### src/rtl/rr_arbiter_timeslice_param_if.sv
// Request/grant bundle between N masters and the time-slice arbiter.
interface rr_arbiter_timeslice_param_if #(
  parameter int N       = 4,
  parameter int SLICE_W = 4,
  parameter int ID_W    = $clog2(N)
);
  logic [N-1:0]       req;
  logic [SLICE_W-1:0] slice_len;
  logic [N-1:0]       gnt;
  logic               gnt_valid;
  logic [ID_W-1:0]    gnt_id;
  logic [SLICE_W-1:0] slice_rem;

  modport master (
    output req, slice_len,
    input  gnt, gnt_valid, gnt_id, slice_rem
  );

  modport slave (
    input  req, slice_len,
    output gnt, gnt_valid, gnt_id, slice_rem
  );
endinterface

### src/rtl/rr_arbiter_timeslice_param.sv
// N-way round-robin arbiter granting for programmable time slices; 1-cycle req->gnt latency,
// fully registered outputs, optional early release when the holder drops its request.
module rr_arbiter_timeslice_param #(
  parameter int N         = 4,
  parameter int SLICE_W   = 4,
  parameter int EARLY_REL = 1,
  parameter int ID_W      = $clog2(N)
) (
  input  logic                         clk,
  input  logic                         rst_n,
  rr_arbiter_timeslice_param_if.slave  bus
);

  typedef enum logic {IDLE, GRANT} state_t;

  state_t             state_q, state_d;
  logic [ID_W-1:0]    last_q, last_d;
  logic [ID_W-1:0]    gnt_id_q, gnt_id_d;
  logic [SLICE_W-1:0] slice_rem_q, slice_rem_d;
  logic [N-1:0]       gnt_q, gnt_d;
  logic               gnt_valid_q;

  logic               any_req;
  logic               found;
  logic [ID_W-1:0]    cand;
  logic [ID_W-1:0]    pick;
  logic [SLICE_W-1:0] slice_load;
  logic               end_slice;

  // Search starts just after the last holder, so the holder itself is considered last.
  always_comb begin
    any_req = |bus.req;
    found   = 1'b0;
    cand    = last_q;
    pick    = last_q;
    for (int i = 1; i <= N; i++) begin
      cand = ID_W'((int'(last_q) + i) % N);
      if (!found && bus.req[cand]) begin
        pick  = cand;
        found = 1'b1;
      end
    end
  end

  assign slice_load = (bus.slice_len == '0) ? '0 : bus.slice_len - SLICE_W'(1);
  assign end_slice  = (slice_rem_q == '0) || ((EARLY_REL != 0) && !bus.req[gnt_id_q]);

  always_comb begin
    state_d     = state_q;
    last_d      = last_q;
    gnt_id_d    = gnt_id_q;
    slice_rem_d = slice_rem_q;
    case (state_q)
      IDLE: begin
        if (any_req) begin
          state_d     = GRANT;
          gnt_id_d    = pick;
          last_d      = pick;
          slice_rem_d = slice_load;
        end
      end
      GRANT: begin
        if (end_slice) begin
          if (any_req) begin
            gnt_id_d    = pick;
            last_d      = pick;
            slice_rem_d = slice_load;
          end else begin
            state_d     = IDLE;
            slice_rem_d = '0;
          end
        end else begin
          slice_rem_d = slice_rem_q - SLICE_W'(1);
        end
      end
      default: state_d = IDLE;
    endcase
    gnt_d = (state_d == GRANT) ? (N'(1) << gnt_id_d) : '0;
  end

  always_ff @(posedge clk or negedge rst_n) begin
    if (!rst_n) begin
      state_q     <= IDLE;
      last_q      <= ID_W'(N - 1);
      gnt_id_q    <= '0;
      slice_rem_q <= '0;
      gnt_q       <= '0;
      gnt_valid_q <= 1'b0;
    end else begin
      state_q     <= state_d;
      last_q      <= last_d;
      gnt_id_q    <= gnt_id_d;
      slice_rem_q <= slice_rem_d;
      gnt_q       <= gnt_d;
      gnt_valid_q <= (state_d == GRANT);
    end
  end

  assign bus.gnt       = gnt_q;
  assign bus.gnt_valid = gnt_valid_q;
  assign bus.gnt_id    = gnt_id_q;
  assign bus.slice_rem = slice_rem_q;

endmodule
### src/flat_wrapper.sv
// flat-port wrapper written by rule: the top's interface ports become plain ports
module rr_arbiter_timeslice_param_flat 
#(
  parameter int N         = 4,
  parameter int SLICE_W   = 4,
  parameter int EARLY_REL = 1,
  parameter int ID_W      = $clog2(N)
)
  (clk, rst_n, bus_req, bus_slice_len, bus_gnt, bus_gnt_valid, bus_gnt_id, bus_slice_rem);
  rr_arbiter_timeslice_param_if #(.N(N), .SLICE_W(SLICE_W), .ID_W(ID_W)) bus_i ();
  input  logic clk;
  input  logic rst_n;
  input wire logic [$bits(bus_i.req)-1:0] bus_req;
  input wire logic [$bits(bus_i.slice_len)-1:0] bus_slice_len;
  output wire logic [$bits(bus_i.gnt)-1:0] bus_gnt;
  output wire logic [$bits(bus_i.gnt_valid)-1:0] bus_gnt_valid;
  output wire logic [$bits(bus_i.gnt_id)-1:0] bus_gnt_id;
  output wire logic [$bits(bus_i.slice_rem)-1:0] bus_slice_rem;
  assign bus_i.req = bus_req;
  assign bus_i.slice_len = bus_slice_len;
  assign bus_gnt = bus_i.gnt;
  assign bus_gnt_valid = bus_i.gnt_valid;
  assign bus_gnt_id = bus_i.gnt_id;
  assign bus_slice_rem = bus_i.slice_rem;
  rr_arbiter_timeslice_param #(.N(N), .SLICE_W(SLICE_W), .EARLY_REL(EARLY_REL), .ID_W(ID_W)) u_core (.clk(clk), .rst_n(rst_n), .bus(bus_i));
endmodule
### config.mk
export PLATFORM = sky130hd
export DESIGN_NAME = rr_arbiter_timeslice_param_flat
export DESIGN_NICKNAME = d
export VERILOG_FILES = /design/src/rtl/rr_arbiter_timeslice_param_if.sv /design/src/rtl/rr_arbiter_timeslice_param.sv /design/src/flat_wrapper.sv
export SDC_FILE = /design/constraint.sdc
export NUM_CORES = 1
export LEC_CHECK = 0
export CAP_MARGIN = 20
export CORE_ASPECT_RATIO = 1.4
export CORE_UTILIZATION = 30
export CTS_BUF_LIST = sky130_fd_sc_hd__clkbuf_4 sky130_fd_sc_hd__clkbuf_8
export DETAILED_ROUTE_END_ITERATION = 6
export PLACE_DENSITY_LB_ADDON = 0.1
export SYNTH_ARGS = -nofsm -noshare
export SYNTH_HDL_FRONTEND = slang
export SYNTH_SLANG_ARGS = --single-unit
### constraint.sdc
create_clock -name clk -period 2.2 [get_ports clk]
set_clock_uncertainty 0.1 [all_clocks]
set_input_delay 0.44 -clock clk [delete_from_list [all_inputs] [get_ports clk]]
set_output_delay 0.44 -clock clk [all_outputs]
set_load 0.1 [all_outputs]
==> out/results.ini, run 1 <==
[worst_setup_path]
cp_top_family = buffers and inverters
slowest_delay_ns = 0.53
path_class = in2reg
crit_arrival_ns = 2.13
path_max_fanout = 7
start_kind = primary input
r2r_start = u_core.bus.slice_rem[0]$_DFFE_PN0P_
worst_path_most_repeated_cell = buf_4
cp_slowest_cell = mux4_2
r2r_cells = 6
cp_num_buf_inv = 3
worstSetupPathDepth = 7
r2r-end = u_core.bus.gnt[1]$_DFF_PN0_
r2r_slack_ns = 0.17
crit_chain = clkdlybuf4s50_1 > mux4_2 > buf_4 > nand3_2 > buf_4 > nor2_1 > a211o_1
cp_data_required_time_ns = 2.27
worst_setup_path_end_kind = flip-flop

[layout]
postLayoutCoreUtil = 0.477
drive_gt1_frac = 0.444
fin_cells = 160
area.growth.synth_to_final_pct = 50.8
fin_area_mm2 = 0.00125
nets = 136
diodes = 0
n_fill_cell = 254

[synthesis]
synth_top_family_by_area = compound AO/OA/AOI/OAI gates
netlist_instances = 81
synth.top_cell.area_share = 0.333
postSynthAreaPerCell_um2 = 10.2
synth_area_um2 = 827
syn_nets = 92
synth-simple-area-share = 0.233
synth_top_cell_by_area = dfrtp_1
synthMuxAreaShare = 0.0545
synth-xor-area-share = 0.0106
synth_cell_types = 40
synth_seq_cells = 13
ys_seq_area_frac = 0.396
synthAdderAreaFrac = 0.0151
synth_warnings = 0
synth_compound_area_frac = 0.259
synthTopCellsByArea = dfrtp_1 33%, dfstp_2 6.4%, mux4_2 5.4%

[clock_tree]
htreeDepth = 1
cts_tree = done
postCtsSetupBuffers = 0
clk_latency_ns = 0.28
clockBufferDepth = 2
root_buffer = clkbuf_4
clk_pin_slew_worst_paths_ns = 0.09
numCtsBuffers = 3
cts_num_sinks = 13

[drt]
ant_nets = 0
routed_wl_mm = 2.26
viasPerCell = 5.08
dr_wl_met2_mm = 1.20
vias = 813
wl_met1_um = 923
drc_errors = 0
highest_layer = met4
wl_met3_um = 82
first_pass_iters = 4
wl_per_cell_um = 14.1
drt_iter0_drc = 22

[grt]
grt_max_degree = 14
grt_antenna_before_repair = 0
overflow = 0
grt_pass1_wl_mm = 3.92
grt_usage = 0.187
grt_pass1_vias = 841

[floorplan]
std_cell_rows = 22
num_io_pins = 21
die_area_mm2 = 0.00297
initial_core_util = 0.316
die_h_um = 64.1
dieWidth_um = 46.4
core_area_mm2 = 0.00262

[sta]
worstMarginPinSlew_ns = 0.586
fin_crit_sh = 0.936
rsz0062_at_grt = no
drv_slew = 0
slew_headroom = 0.608
finalSetupViolCount = 0
fmax_ghz = 0.486
hold_violations = 0
holdWs_ns = 0.425
min_period_ns = 2.06

[status]
status = completed

[worst_hold_path]
holdCritPathClass = in2async

[placed_design]
dpl-instance-area_mm2 = 0.00121
io_buffers = 20
gp_congestion = 0.780
placed_cells = 156
dpl.hpwl_mm = 1.78

[job]
drv_cap = 0

## how the worst max path moves through the flow
stage | from | end | slack (ns)
2_1_floorplan | u_core.bus.slice_rem[1]$_DFFE_PN0P_ | u_core.bus.gnt[2]$_DFF_PN0_ | 0.003
3_3_place_gp | bus_req[3] | u_core.bus.gnt_id[0]$_DFF_PN0_ | -0.14
3_5_place_dp | bus_req[3] | u_core.bus.slice_rem[0]$_DFFE_PN0P_ | -0.15
4_1_cts | u_core.bus.slice_rem[0]$_DFFE_PN0P_ | u_core.bus.gnt_id[1]$_DFF_PN0_ | 0.002
5_1_grt | bus_req[1] | u_core.bus.slice_rem[3]$_DFFE_PN0P_ | 0.02
6_report | bus_req[3] | u_core.bus.slice_rem[0]$_DFFE_PN0P_ | 0.14
## cells in the mapped netlist
cell type  instances
a211o_1            2
a211oi_1           1
a211oi_2           1
a21o_1             2
a21o_2             1
a21oi_1            2
a21oi_4            1
a31o_1             3
a31oi_1            1
a32o_1             1
and3_1             2
buf_6              1
dfrtp_1           11
dfstp_2            2
ha_1               1
inv_1              4
mux4_2             2
nand2_1            3
nand2b_1           5
nand3_1            1
nand3_2            1
nand3b_1           2
nand4_1            1
nor2_1             5
nor2b_1            2
nor3_1             3
nor3b_1            1
nor4_1             1
o211ai_1           1
o21ai_0            5
o221ai_1           2
o22ai_1            1
o311a_2            1
o31a_1             1
o31ai_1            1
or3_1              1
or3b_2             2
or4_1              1
or4b_2             1
xnor2_1            1
## state kept, by name, summed over array words and instances, names as in the netlist
register and count:
u_core.bus.gnt_id 2, u_core.bus.gnt 4, u_core.state_q 1, u_core.bus.slice_rem 4
u_core.last_q 2
## placed cells by master (no fill, tap or decap), types with 3 or more instances in the layout
| cell type | instances |
|---|---|
| buf_4 | 30 |
| clkdlybuf4s50_1 | 9 |
| nand2b_1 | 5 |
| nor2_1 | 5 |
| o21ai_0 | 5 |
| dfrtp_1 | 5 |
| dfrtp_2 | 5 |
| inv_1 | 4 |
| nand2_1 | 3 |
| nor3_1 | 3 |
| clkbuf_4 | 3 |
## metrics by stage
step                      TNS [ns]  setup slack (ns)
final                            0             0.141
after global routing             0            0.0203
after CTS                        0           0.00222
after detailed placement     -1.11            -0.152
after global placement      -0.908            -0.135
after floorplan                  0           0.00256
## area by class of cell
class                      count  area (µm²)  share of cell area
multi-input combinational     63         487               0.390
sequential                    13         338               0.271
timing repair buffer          40         335               0.269
tap                           36        45.0              0.0361
clock buffer                   3        22.5              0.0181
inverter                       4        15.0              0.0120
clock inverter                 1        5.00             0.00401
## logic make-up (layout without fill, tap and decap cells)
group                      count (synthesis)  in the layout
adders and majority gates                  1              1
DFF                                       13             13
muxes                                      2              2
and+or+nand+nor                           32             32
AOI/OAI and AO/OA                         27             27
buffers and inverters                      5             48
xor gates and xnor gates                   1              1
## metal layers
layer	track usage	vias to the layer above
met1	0.206	383
met2	0.307	24
met5	0	-
li1	-	402
met4	0.114	0
met3	0.0395	4
## what timing repair did
item                       CTS  global route
setup endpoints to repair    0             8
hold buffers                 0             0
resized for setup            0             4
Power of run 1 is left out: the tool's default activity adds up to more than one toggle a clock period on the data nets, which glitch-free logic cannot reach.
==> run 2, diff against run 1 <==
- REMOVE_ABC_BUFFERS: unset -> 1
==> run 2 against run 1 <==
Sequential share of layout area up 0.097 points. Via count is 1.1% higher. Sequential cell count is the same. Register-to-register slack worse by 0.05 ns. Core utilization is 1.6 points lower. Final cell count decreased by 0.63%. First-iteration DRC count down 14%. Non-clock buffer count down 1. Final area decreased by 3.3%. Highest routed layer unchanged.
==> out/results.ini, run 2 (synthesis gave the netlist of run 1 again) <==
[drt]
wl_per_cell_um = 13.3  ; -5.9%
drt_iter0_drc = 19  ; -14%
viasPerCell = 5.17  ; +1.7%
first_pass_iters = 4  ; unchanged
ant_nets = 0  ; unchanged
drc_errors = 0  ; unchanged
routed_wl_mm = 2.11  ; -6.5%
vias = 822  ; +1.1%

[clock_tree]
holdBufCountCts = 0  ; unchanged
root_buffer = clkbuf_4
clockBufferDepth = 2  ; unchanged
clk_pin_slew_worst_paths_ns = 0.08  ; about the same
htreeDepth = 1  ; unchanged
cts_num_sinks = 13  ; unchanged
clk_latency_ns = 0.28  ; about the same
cts-resized-gates = 0  ; unchanged
postCtsSetupBuffers = 0  ; unchanged
cts_tree = done
numCtsBuffers = 3  ; unchanged

[worst_setup_path]
crit_chain = inv_1 > ha_1 > or3b_2 > a31o_1 > buf_4 > a21o_2
crit_arrival_ns = 2.15  ; +0.02 ns
path_max_fanout = 7  ; unchanged
slowest_delay_ns = 0.51  ; -0.02 ns
path_class = reg2reg
cp_num_buf_inv = 2  ; -1
cp_data_required_time_ns = 2.28  ; about the same
worst_setup_path_end_kind = flip-flop
start_kind = flip-flop
worstSetupPathDepth = 6  ; -1
cp_top_family = compound AO/OA/AOI/OAI gates
cp_slowest_cell = or3b_2
r2r_cells = 6  ; unchanged

[layout]
area.growth.synth_to_final_pct = 45.8
diodes = 0  ; unchanged
drive_gt1_frac = 0.374  ; -0.0696
layout_common_cells = 30 x buf_4, 11 x dfrtp_1, 9 x clkdlybuf4s50_1
final_common_cell = buf_4
fin_cells = 159  ; -0.63%
nets = 135  ; -0.74%

[sta]
drv_slew = 0  ; unchanged
rsz0062_at_grt = no
fin_crit_sh = 0.944  ; +0.00782
finalSetupViolCount = 0  ; unchanged
slew_headroom = 0.587  ; -0.0215
fmax_ghz = 0.482  ; -0.83%
min_period_ns = 2.08  ; +0.0172 ns
hold_violations = 0  ; unchanged
worstMarginPinSlew_ns = 0.618  ; +0.0321 ns

[grt]
grt_max_degree = 14  ; unchanged
overflow = 0  ; unchanged
grt_pass1_wl_mm = 3.57  ; -8.8%
grt_antenna_before_repair = 0  ; unchanged
grt_pass1_vias = 771  ; -8.3%
grt_usage = 0.169  ; -0.0181

[worst_hold_path]
holdCritPathClass = reg2reg
worstHoldPathCells = 1

[floorplan]
die_area_mm2 = 0.00297  ; unchanged
core_area_mm2 = 0.00262  ; unchanged
dieWidth_um = 46.4  ; unchanged
die_h_um = 64.1  ; unchanged
std_cell_rows = 22  ; unchanged
initial_core_util = 0.316  ; unchanged
num_io_pins = 21  ; unchanged

[placed_design]
io_buffers = 20  ; unchanged
dpl.hpwl_mm = 1.72  ; -3.7%
gp_congestion = 0.826  ; +5.9%
placed_cells = 155  ; -0.64%

[status]
status = completed

[job]
drv_cap = 0  ; unchanged

## run 2: worst paths after layout
path | slack (ns) | endpoint | from
max reg2reg | 0.12 | u_core.bus.gnt_id[1]$_DFF_PN0_ | u_core.bus.slice_rem[0]$_DFFE_PN0P_
min in group asynchronous | 0.44 | u_core.bus.slice_rem[1]$_DFFE_PN0P_ | rst_n
min | 0.42 | u_core.last_q[0]$_DFFE_PN1P_ | u_core.last_q[0]$_DFFE_PN1P_
max in group asynchronous | 1.16 | u_core.bus.gnt_id[0]$_DFF_PN0_ | rst_n
min reg2reg | 0.42 | u_core.last_q[0]$_DFFE_PN1P_ | u_core.last_q[0]$_DFFE_PN1P_
max | 0.12 | u_core.bus.gnt_id[1]$_DFF_PN0_ | u_core.bus.slice_rem[0]$_DFFE_PN0P_
## run 2: through the flow
stage          utilization  cell area [µm²]  TNS, ns  hold WS (ns)  setup slack [ns]
6_report             0.461             1210        0         0.424             0.123
5_1_grt              0.461             1210        0         0.446            0.0190
2_1_floorplan            -              816    -2.39        0.0444            -0.270
3_5_place_dp         0.450             1180    -1.13         0.416            -0.157
3_3_place_gp         0.450             1180   -0.907         0.418            -0.136
4_1_cts              0.461             1210        0         0.429             0.112
## run 2: layout make-up
type	instances	area, µm²
fillers	269	1410
inverters	4	15.0
clock buffers	4	30.0
well taps	36	45.0
multi-input cells	63	473
repair buffers	39	315
flip-flops and latches	13	328
## run 2: metal layers
| metal | vias to the layer above | wire length [µm] | track usage |
|---|---|---|---|
| li1 | 398 | - | - |
| met1 | 397 | 792 | 0.178 |
| met2 | 21 | 1170 | 0.297 |
| met3 | 6 | 92 | 0.0282 |
| met4 | 0 | 62 | 0.0882 |
| met5 | - | 0 | 0 |
Power of run 2 is left out for the same reason.
